$ cat src/rtl/mem_ctrl_pkg.sv
// Shared types and constants for the MEM-stage data memory access controller.
package mem_ctrl_pkg;

    typedef enum logic [1:0] {
        S_IDLE = 2'd0,
        S_REQ  = 2'd1,
        S_DONE = 2'd2
    } state_t;

    localparam int         TIMEOUT_CNT_W = 8;
    localparam logic [1:0] ALIGN_MASK    = 2'b11;

endpackage

$ cat src/rtl/access_timeout_counter.sv
// Counts REQ cycles without ack; terminal fires on the enabled cycle whose
// edge would bring the count up to TIMEOUT_CYCLES.
module access_timeout_counter
    import mem_ctrl_pkg::*;
#(
    parameter int TIMEOUT_CYCLES = 255
) (
    input  logic clk,
    input  logic reset,
    input  logic clear,
    input  logic enable,
    output logic terminal
);

    localparam logic [TIMEOUT_CNT_W-1:0] LAST_COUNT = TIMEOUT_CNT_W'(TIMEOUT_CYCLES - 1);

    logic [TIMEOUT_CNT_W-1:0] count;

    // Signalling one cycle early lets the FSM drop mem_req after exactly
    // TIMEOUT_CYCLES request cycles, since mem_req is registered.
    assign terminal = enable && (count == LAST_COUNT);

    always_ff @(posedge clk or posedge reset) begin
        if (reset) begin
            count <= '0;
        end else if (clear) begin
            count <= '0;
        end else if (enable) begin
            count <= count + 1'b1;
        end
    end

endmodule

$ cat src/rtl/mem_access_controller.sv
// MEM-stage sequencer: turns EX/MEM load/store requests into req/ack memory
// transactions, stalls the upstream pipeline, and flags bad accesses.
module mem_access_controller
    import mem_ctrl_pkg::*;
#(
    parameter int ADDR_WIDTH     = 32,
    parameter int DATA_WIDTH     = 32,
    parameter int TIMEOUT_CYCLES = 255
) (
    input  logic                  clk,
    input  logic                  reset,
    input  logic                  mem_read,
    input  logic                  mem_write,
    input  logic [ADDR_WIDTH-1:0] alu_result,
    input  logic [DATA_WIDTH-1:0] write_data,
    input  logic                  mem_ack,
    input  logic [DATA_WIDTH-1:0] mem_rdata,
    output logic                  stall,
    output logic                  mem_req,
    output logic                  mem_we,
    output logic [ADDR_WIDTH-1:0] mem_addr,
    output logic [DATA_WIDTH-1:0] mem_wdata,
    output logic [DATA_WIDTH-1:0] read_data,
    output logic                  bus_error
);

    // Memory handshake: mem_req rises with mem_addr/mem_we/mem_wdata and all
    // four stay constant until the cycle after mem_ack (a one-cycle pulse) is
    // seen or the timeout aborts; mem_rdata is only sampled with mem_ack.

    state_t state;
    logic   any_access;
    logic   misaligned;
    logic   access_fault;
    logic   valid_req;
    logic   timeout;

    assign any_access   = mem_read || mem_write;
    assign misaligned   = (alu_result[1:0] & ALIGN_MASK) != 2'b00;
    assign access_fault = any_access && ((mem_read && mem_write) || misaligned);
    assign valid_req    = any_access && !access_fault;

    // Nothing stalls while reset is held, even if EX/MEM still shows a request.
    assign stall = !reset && (((state == S_IDLE) && valid_req) || (state == S_REQ));

    access_timeout_counter #(
        .TIMEOUT_CYCLES(TIMEOUT_CYCLES)
    ) u_timeout (
        .clk     (clk),
        .reset   (reset),
        .clear   (state == S_IDLE),
        .enable  ((state == S_REQ) && !mem_ack),
        .terminal(timeout)
    );

    always_ff @(posedge clk or posedge reset) begin
        if (reset) begin
            state     <= S_IDLE;
            mem_req   <= 1'b0;
            mem_we    <= 1'b0;
            mem_addr  <= '0;
            mem_wdata <= '0;
            read_data <= '0;
            bus_error <= 1'b0;
        end else begin
            bus_error <= 1'b0;
            case (state)
                S_IDLE: begin
                    if (access_fault) begin
                        bus_error <= 1'b1;
                    end else if (valid_req) begin
                        mem_req   <= 1'b1;
                        mem_we    <= mem_write;
                        mem_addr  <= alu_result;
                        mem_wdata <= write_data;
                        state     <= S_REQ;
                    end
                end
                S_REQ: begin
                    if (mem_ack) begin
                        mem_req <= 1'b0;
                        if (!mem_we) read_data <= mem_rdata;
                        state   <= S_DONE;
                    end else if (timeout) begin
                        mem_req   <= 1'b0;
                        bus_error <= 1'b1;
                        if (!mem_we) read_data <= '0;
                        state     <= S_DONE;
                    end
                end
                // EX/MEM still holds the finished instruction here; ignore it.
                S_DONE:  state <= S_IDLE;
                default: state <= S_IDLE;
            endcase
        end
    end

endmodule

$ cat config.mk
export PLATFORM = sky130hd
export DESIGN_NAME = mem_access_controller
export DESIGN_NICKNAME = d
export VERILOG_FILES = /design/src/rtl/mem_ctrl_pkg.sv /design/src/rtl/access_timeout_counter.sv /design/src/rtl/mem_access_controller.sv
export SDC_FILE = /design/constraint.sdc
export NUM_CORES = 1
export LEC_CHECK = 0
export CAP_MARGIN = 0
export CORE_ASPECT_RATIO = 0.7
export CORE_MARGIN = 10
export CORE_UTILIZATION = 47
export CTS_BUF_LIST = sky130_fd_sc_hd__clkbuf_8
export CTS_CLUSTER_SIZE = 14
export DETAILED_ROUTE_END_ITERATION = 16
export PLACE_DENSITY = 0.87
export SLEW_MARGIN = 10
export SYNTH_ARGS = -nofsm -noshare
export SYNTH_HDL_FRONTEND = slang
export SYNTH_SLANG_ARGS = --single-unit
$ cat constraint.sdc
create_clock -name clk -period 12.5 [get_ports clk]
set_clock_uncertainty 0.15 [all_clocks]
set_input_delay 3.75 -clock clk [delete_from_list [all_inputs] [get_ports clk]]
set_output_delay 3.75 -clock clk [all_outputs]
set_load 0.01 [all_outputs]
**Yosys cells after proc, flatten, opt, wreduce, memory -nomap -nowiden**

Index checks and enable logic that the tools add are counted.

- Flip-flop bits (word level): 109
- Bits in latches: 0
- Bits in writable memories: 0
- ROM bits: 0
- Bits of input ports: 101
- Word-level logic and storage cells: 58
- Memories: 0

- $add $sub $neg: 1
- $mul: 0
- Divide/modulo/power cells: 0
- Magnitude comparators: 0
- Equal/unequal tests: 5
- Shifts and indexed selects: 0
- Multiplexer cells: 20
- Bitwise logic cells: 2
- Reduce and logical (&&, ||, !) cells: 22

Operator list:

| kind | number |
|---|---|
| $mux W32 | 4 |
| $mux W8 | 2 |
| $reduce_and A3 Y1 | 3 |
| $add A8 B1 Y8 const B | 1 |
| $eq A8 B8 Y1 const B | 1 |
| $mux W2 | 4 |
| $reduce_bool A2 Y1 | 4 |
| $logic_and A1 B1 Y1 | 7 |
| $mux W1 | 7 |
| $ne A2 B2 Y1 const B | 2 |
| $pmux W1 S2 | 2 |
| $pmux W2 S2 | 1 |
| $reduce_and A4 Y1 | 1 |
| $logic_not A1 Y1 | 3 |
| $logic_or A1 B1 Y1 | 3 |
| $ne A3 B3 Y1 const B | 1 |
| $eq A2 B1 Y1 const B | 1 |
| $logic_not A2 Y1 | 1 |
| $not A1 Y1 | 2 |

**Logic depth before layout (Yosys ltp)**

- Word-level depth: 8
- Mapped depth: 6
- Mapped depth without buffers: 5

**Cells and area by module**

A second synthesis with hierarchy kept.

- Cell total of the unflattened synthesis: 336
- Area total of the unflattened synthesis: 4476.8 um^2

Modules (own cells, without submodules):

| module | times used | cells an instance | area each (um^2) |
|---|---|---|---|
| mem_access_controller | 1 | 294 | 4057.6 |
| access_timeout_counter | 1 | 42 | 419.2 |

**Worst setup path before layout**

No wires, ideal clock.

- Kind: input port to output port
- Start: input port alu_result[1]
- End: output port stall
- Data arrival time: 4.593 ns
- Setup slack: 4.007 ns
- Stages: 5
- Cell sequence: nor4_2 > nand2_1 > buf_6 > buf_6 > a21oi_1

- Cells in the longest elaborated chain, start to end: 8

RTL lines:

| element | line | source |
|---|---|---|
| start: declaration | mem_access_controller.sv:14 | `input logic [ADDR_WIDTH-1:0] alu_result,` |
| $reduce_bool A2 Y1 | mem_access_controller.sv:39 | `assign misaligned = (alu_result[1:0] & ALIGN_MASK) != 2'b00;` |
| $logic_or A1 B1 Y1 | mem_access_controller.sv:40 | `assign access_fault = any_access && ((mem_read && mem_write) \|\| misaligned);` |
| $logic_and A1 B1 Y1 | mem_access_controller.sv:40 |  |
| $logic_not A1 Y1 | mem_access_controller.sv:41 | `assign valid_req = any_access && !access_fault;` |
| $logic_and A1 B1 Y1 | mem_access_controller.sv:41 |  |
| $logic_and A1 B1 Y1 | mem_access_controller.sv:44 | `assign stall = !reset && (((state == S_IDLE) && valid_req) \|\| (state == S_REQ));` |
| $logic_or A1 B1 Y1 | mem_access_controller.sv:44 |  |
| $logic_and A1 B1 Y1 | mem_access_controller.sv:44 |  |
| end: declaration | mem_access_controller.sv:18 | `output logic stall,` |

Every way passes these cells.

**Worst setup path in the final report**

- Start: input port mem_write
- End: output port stall

- Cells in the longest elaborated chain, start to end: 8

RTL lines:

| element | line | source |
|---|---|---|
| start: declaration | mem_access_controller.sv:13 | `input logic mem_write,` |
| $logic_and A1 B1 Y1 | mem_access_controller.sv:40 |  |
| $logic_or A1 B1 Y1 | mem_access_controller.sv:40 |  |
| $logic_and A1 B1 Y1 | mem_access_controller.sv:40 |  |
| $logic_not A1 Y1 | mem_access_controller.sv:41 |  |
| $logic_and A1 B1 Y1 (*) | mem_access_controller.sv:41 |  |
| $logic_and A1 B1 Y1 (*) | mem_access_controller.sv:44 |  |
| $logic_or A1 B1 Y1 (*) | mem_access_controller.sv:44 |  |
| $logic_and A1 B1 Y1 (*) | mem_access_controller.sv:44 |  |

Mark *: on every way between the ends. The rest lies on a longest branch, timed or not.

==> flow_summary.toml <==
[cells_and_area]
multiInputGateArea_um2 = 1785
area_delta_synth_final_pct = 48.02
final_nets = 645
register_area_um2 = 2728
drive_above_1_share_pct = 15.93
final_common_cell = "clkdlybuf4s50_1"
num-fill-cells = 658
layout_common_cells = "clkdlybuf4s50_1 (200), dfrtp_1 (109), mux2_2 (50), o21ai_0 (34), nand2b_1 (33)"
finish.utilization_pct = 71.45
n_antenna_cell = 0

[route]
wl_met3_mm = 1.226
wl_met2_mm = 6.742
highest_layer = "met4"
dr.pass1.iters = 7
drt_iter0_markers = 201
drtAntennaViolNets = 0
m1WireLength_mm = 4.937
dr_total_vias = 3513
drt_wl_total_mm = 13.15
vias_per_cell = 5.212
drc = 0
post_drt_wl_per_cell_um = 19.52

[global_routing]
grt_max_degree = 69
grt_overflow = 0
grt_util_all_layers_pct = 18.06
antenna_found_initial = 0
first_global_vias = 3823
grt_pass1_wl_mm = 20.92

[setup_path]
worstPathMaxFanout = 68
crit_type = "input pin to primary output"
crit_arrival_ps = 5990
crit_path_end_kind = "primary output"
cp.required_ps = 8600
reg2reg_depth = 3
start_kind = "input pin"
r2r-start = "state[1]"
cp-startpoint = "mem_write"

[timing]
tightest_slew_ps = 1102
fin_crit_sh_pct = 79.15
drv_slew = 0
period_needed_ps = 9894
setup_viol = 0
max_freq_mhz = 101.1
rsz0062_at_grt = "false"
slew_headroom_pct = 26.52
tns_ps = 0
hold_violations = 0

[synthesis]
synthArstFlopShare_pct = 100.0
synthFlopType = "dfrtp_1"
synth_cell_type_count = 38
synth-simple-area-share_pct = 8.565
synth.area.mux_share_pct = 17.29
syn-cell-area_um2 = 4674
synth-compound-area-share_pct = 11.13
syn_nets = 458
yosys_warnings = 0
synthCells = 355
synth_seq_cells = 109
synth_top_family_by_area = "multiplexers"
synthXorXnorAreaFrac_pct = 0.1874
synthAdderAreaFrac_pct = 0.5353
synth_seq_area_share_pct = 58.35
synth_edf_count = 0
syn_avg_cell_area_um2 = 13.17

[cts]
post_cts_buffers = 0
clk_path_buf_depth = 2
clock_tree.root_cell = "clkbuf_8"
cts_resized = 0
path_clk_slew_ps = 90
ctsHoldBuffers = 0
tritoncts.num_buffers = 9
numClockSinks = 109
cts_max_level = 3
cts_tree = "yes"
insertion_delay_ps = 360

[die]
rows = 30
die_w_um = 139.2
design.core.area_um2 = 9684
initial_core_util_pct = 48.27
die_y_um = 103.4
die_area_um2 = 14400
io_pins = 201

[pwr]
fin_total_pwr_w = 0.001094
pwr-share-comb_pct = 35.8
ir_drop_mv = 0.08072
p_sw_w = 0.0003077
pwr-share-seq_pct = 44.6
leakagePower_nw = 2.900
p_per_area_nw_per_um2 = 158.1
netSwitchingFraction_pct = 28.13
power_frac_clock_pct = 19.6
p_int_w = 0.0007860

[outcome]
status = "finished clean"

[placement]
place.gp.congestion = 0.7959
numPortBuffers = 200
dp_hpwl_mm = 9.887

[worst_hold_path]
hold_start = "mem_addr[1]"
whs_path_depth = 1
hp-class = "register to register"

[run]
drv_cap = 0
[critical path: stages]
cell,delay [ps]
clkdlybuf4s50_1,540
xor2_1,260
nand2_4,530
a21oi_1,330
clkdlybuf4s50_1,560
[state kept, by name, summed over array words and instances (netlist names)]
register,count
bus_error,1
mem_addr,32
mem_req,1
mem_wdata,32
mem_we,1
read_data,32
state,2
u_timeout.count,8
[cell usage after synthesis, types with 2 or more instances]
library cell  number  area share (%)
a21oi_1            2            0.21
a22o_1             4            0.75
a22oi_1           32             5.1
and2_1             2            0.27
buf_2              9            0.96
buf_6              7             1.7
clkbuf_1          11            0.88
dfrtp_1          109              58
ha_1               2            0.54
inv_1              5            0.40
mux2_2            50              12
mux2_4            15             4.8
mux2i_1            2            0.43
nand2_1            7            0.56
nand2b_1          33             4.4
nand3_1            2            0.21
nand4b_1           3            0.56
nor2_1             2            0.16
nor2b_1            2            0.27
nor3_1             2            0.21
o211ai_1           2            0.32
o21ai_0           34             3.6
o31ai_1            2            0.32
or4_1              2            0.32
[per-stage QoR]
stage                     worst slack [ps]  cells  cell area [um2]  hold WS (ps)
after floorplan                       4007    355             4674         314.4
after global placement                2585    659             6719         318.5
after detailed placement              2555    659             6719         322.8
after CTS                             2551    674             6919         346.4
after global routing                  2434    674             6919         372.5
final                                 2606    674             6919         348.6
[cells by family (layout without fill, tap and decap cells)]
group / Yosys count / after routing
AOI/OAI and AO/OA: 81 / 81
DFF: 109 / 109
adders and majority gates: 2 / 2
and+or+nand+nor: 63 / 63
xor gates and xnor gates: 1 / 1
muxes: 67 / 67
buffers and inverters: 32 / 223
[worst paths after layout]
kind / to / slack (ps)
min: mem_addr[1] / 350
max in group asynchronous: u_timeout.count[5] / 7310
max: stall / 2610
max reg2reg: read_data[9] / 9920
min reg2reg: mem_addr[1] / 350
min in group asynchronous: read_data[25] / 3730
[layout make-up]
type	instances	area share (%)
clock inverters	4	0.7052
multi-input cells	214	25.80
repair buffers	203	29.26
well taps	128	2.315
flip-flops and latches	109	39.42
clock buffers	11	2.188
inverters	5	0.3074
[power by group through the flow]
stage,Clock (W),Sequential (W),Combinational (W)
after detailed placement,0,0.000494,0.000398
after floorplan,0,0.000527,0.000123
after CTS,0.000223,0.000488,0.000400
after global placement,0,0.000488,0.000390
final,0.000214,0.000488,0.000392
after global routing,0.000239,0.000500,0.000420
[per-layer routing]
metal	up-vias	track usage (%)
li1	1632	-
met1	1723	20.44
met2	140	30.19
met3	18	8.166
met4	0	6.155
met5	-	0
Power figures use the tool's default switching activity.
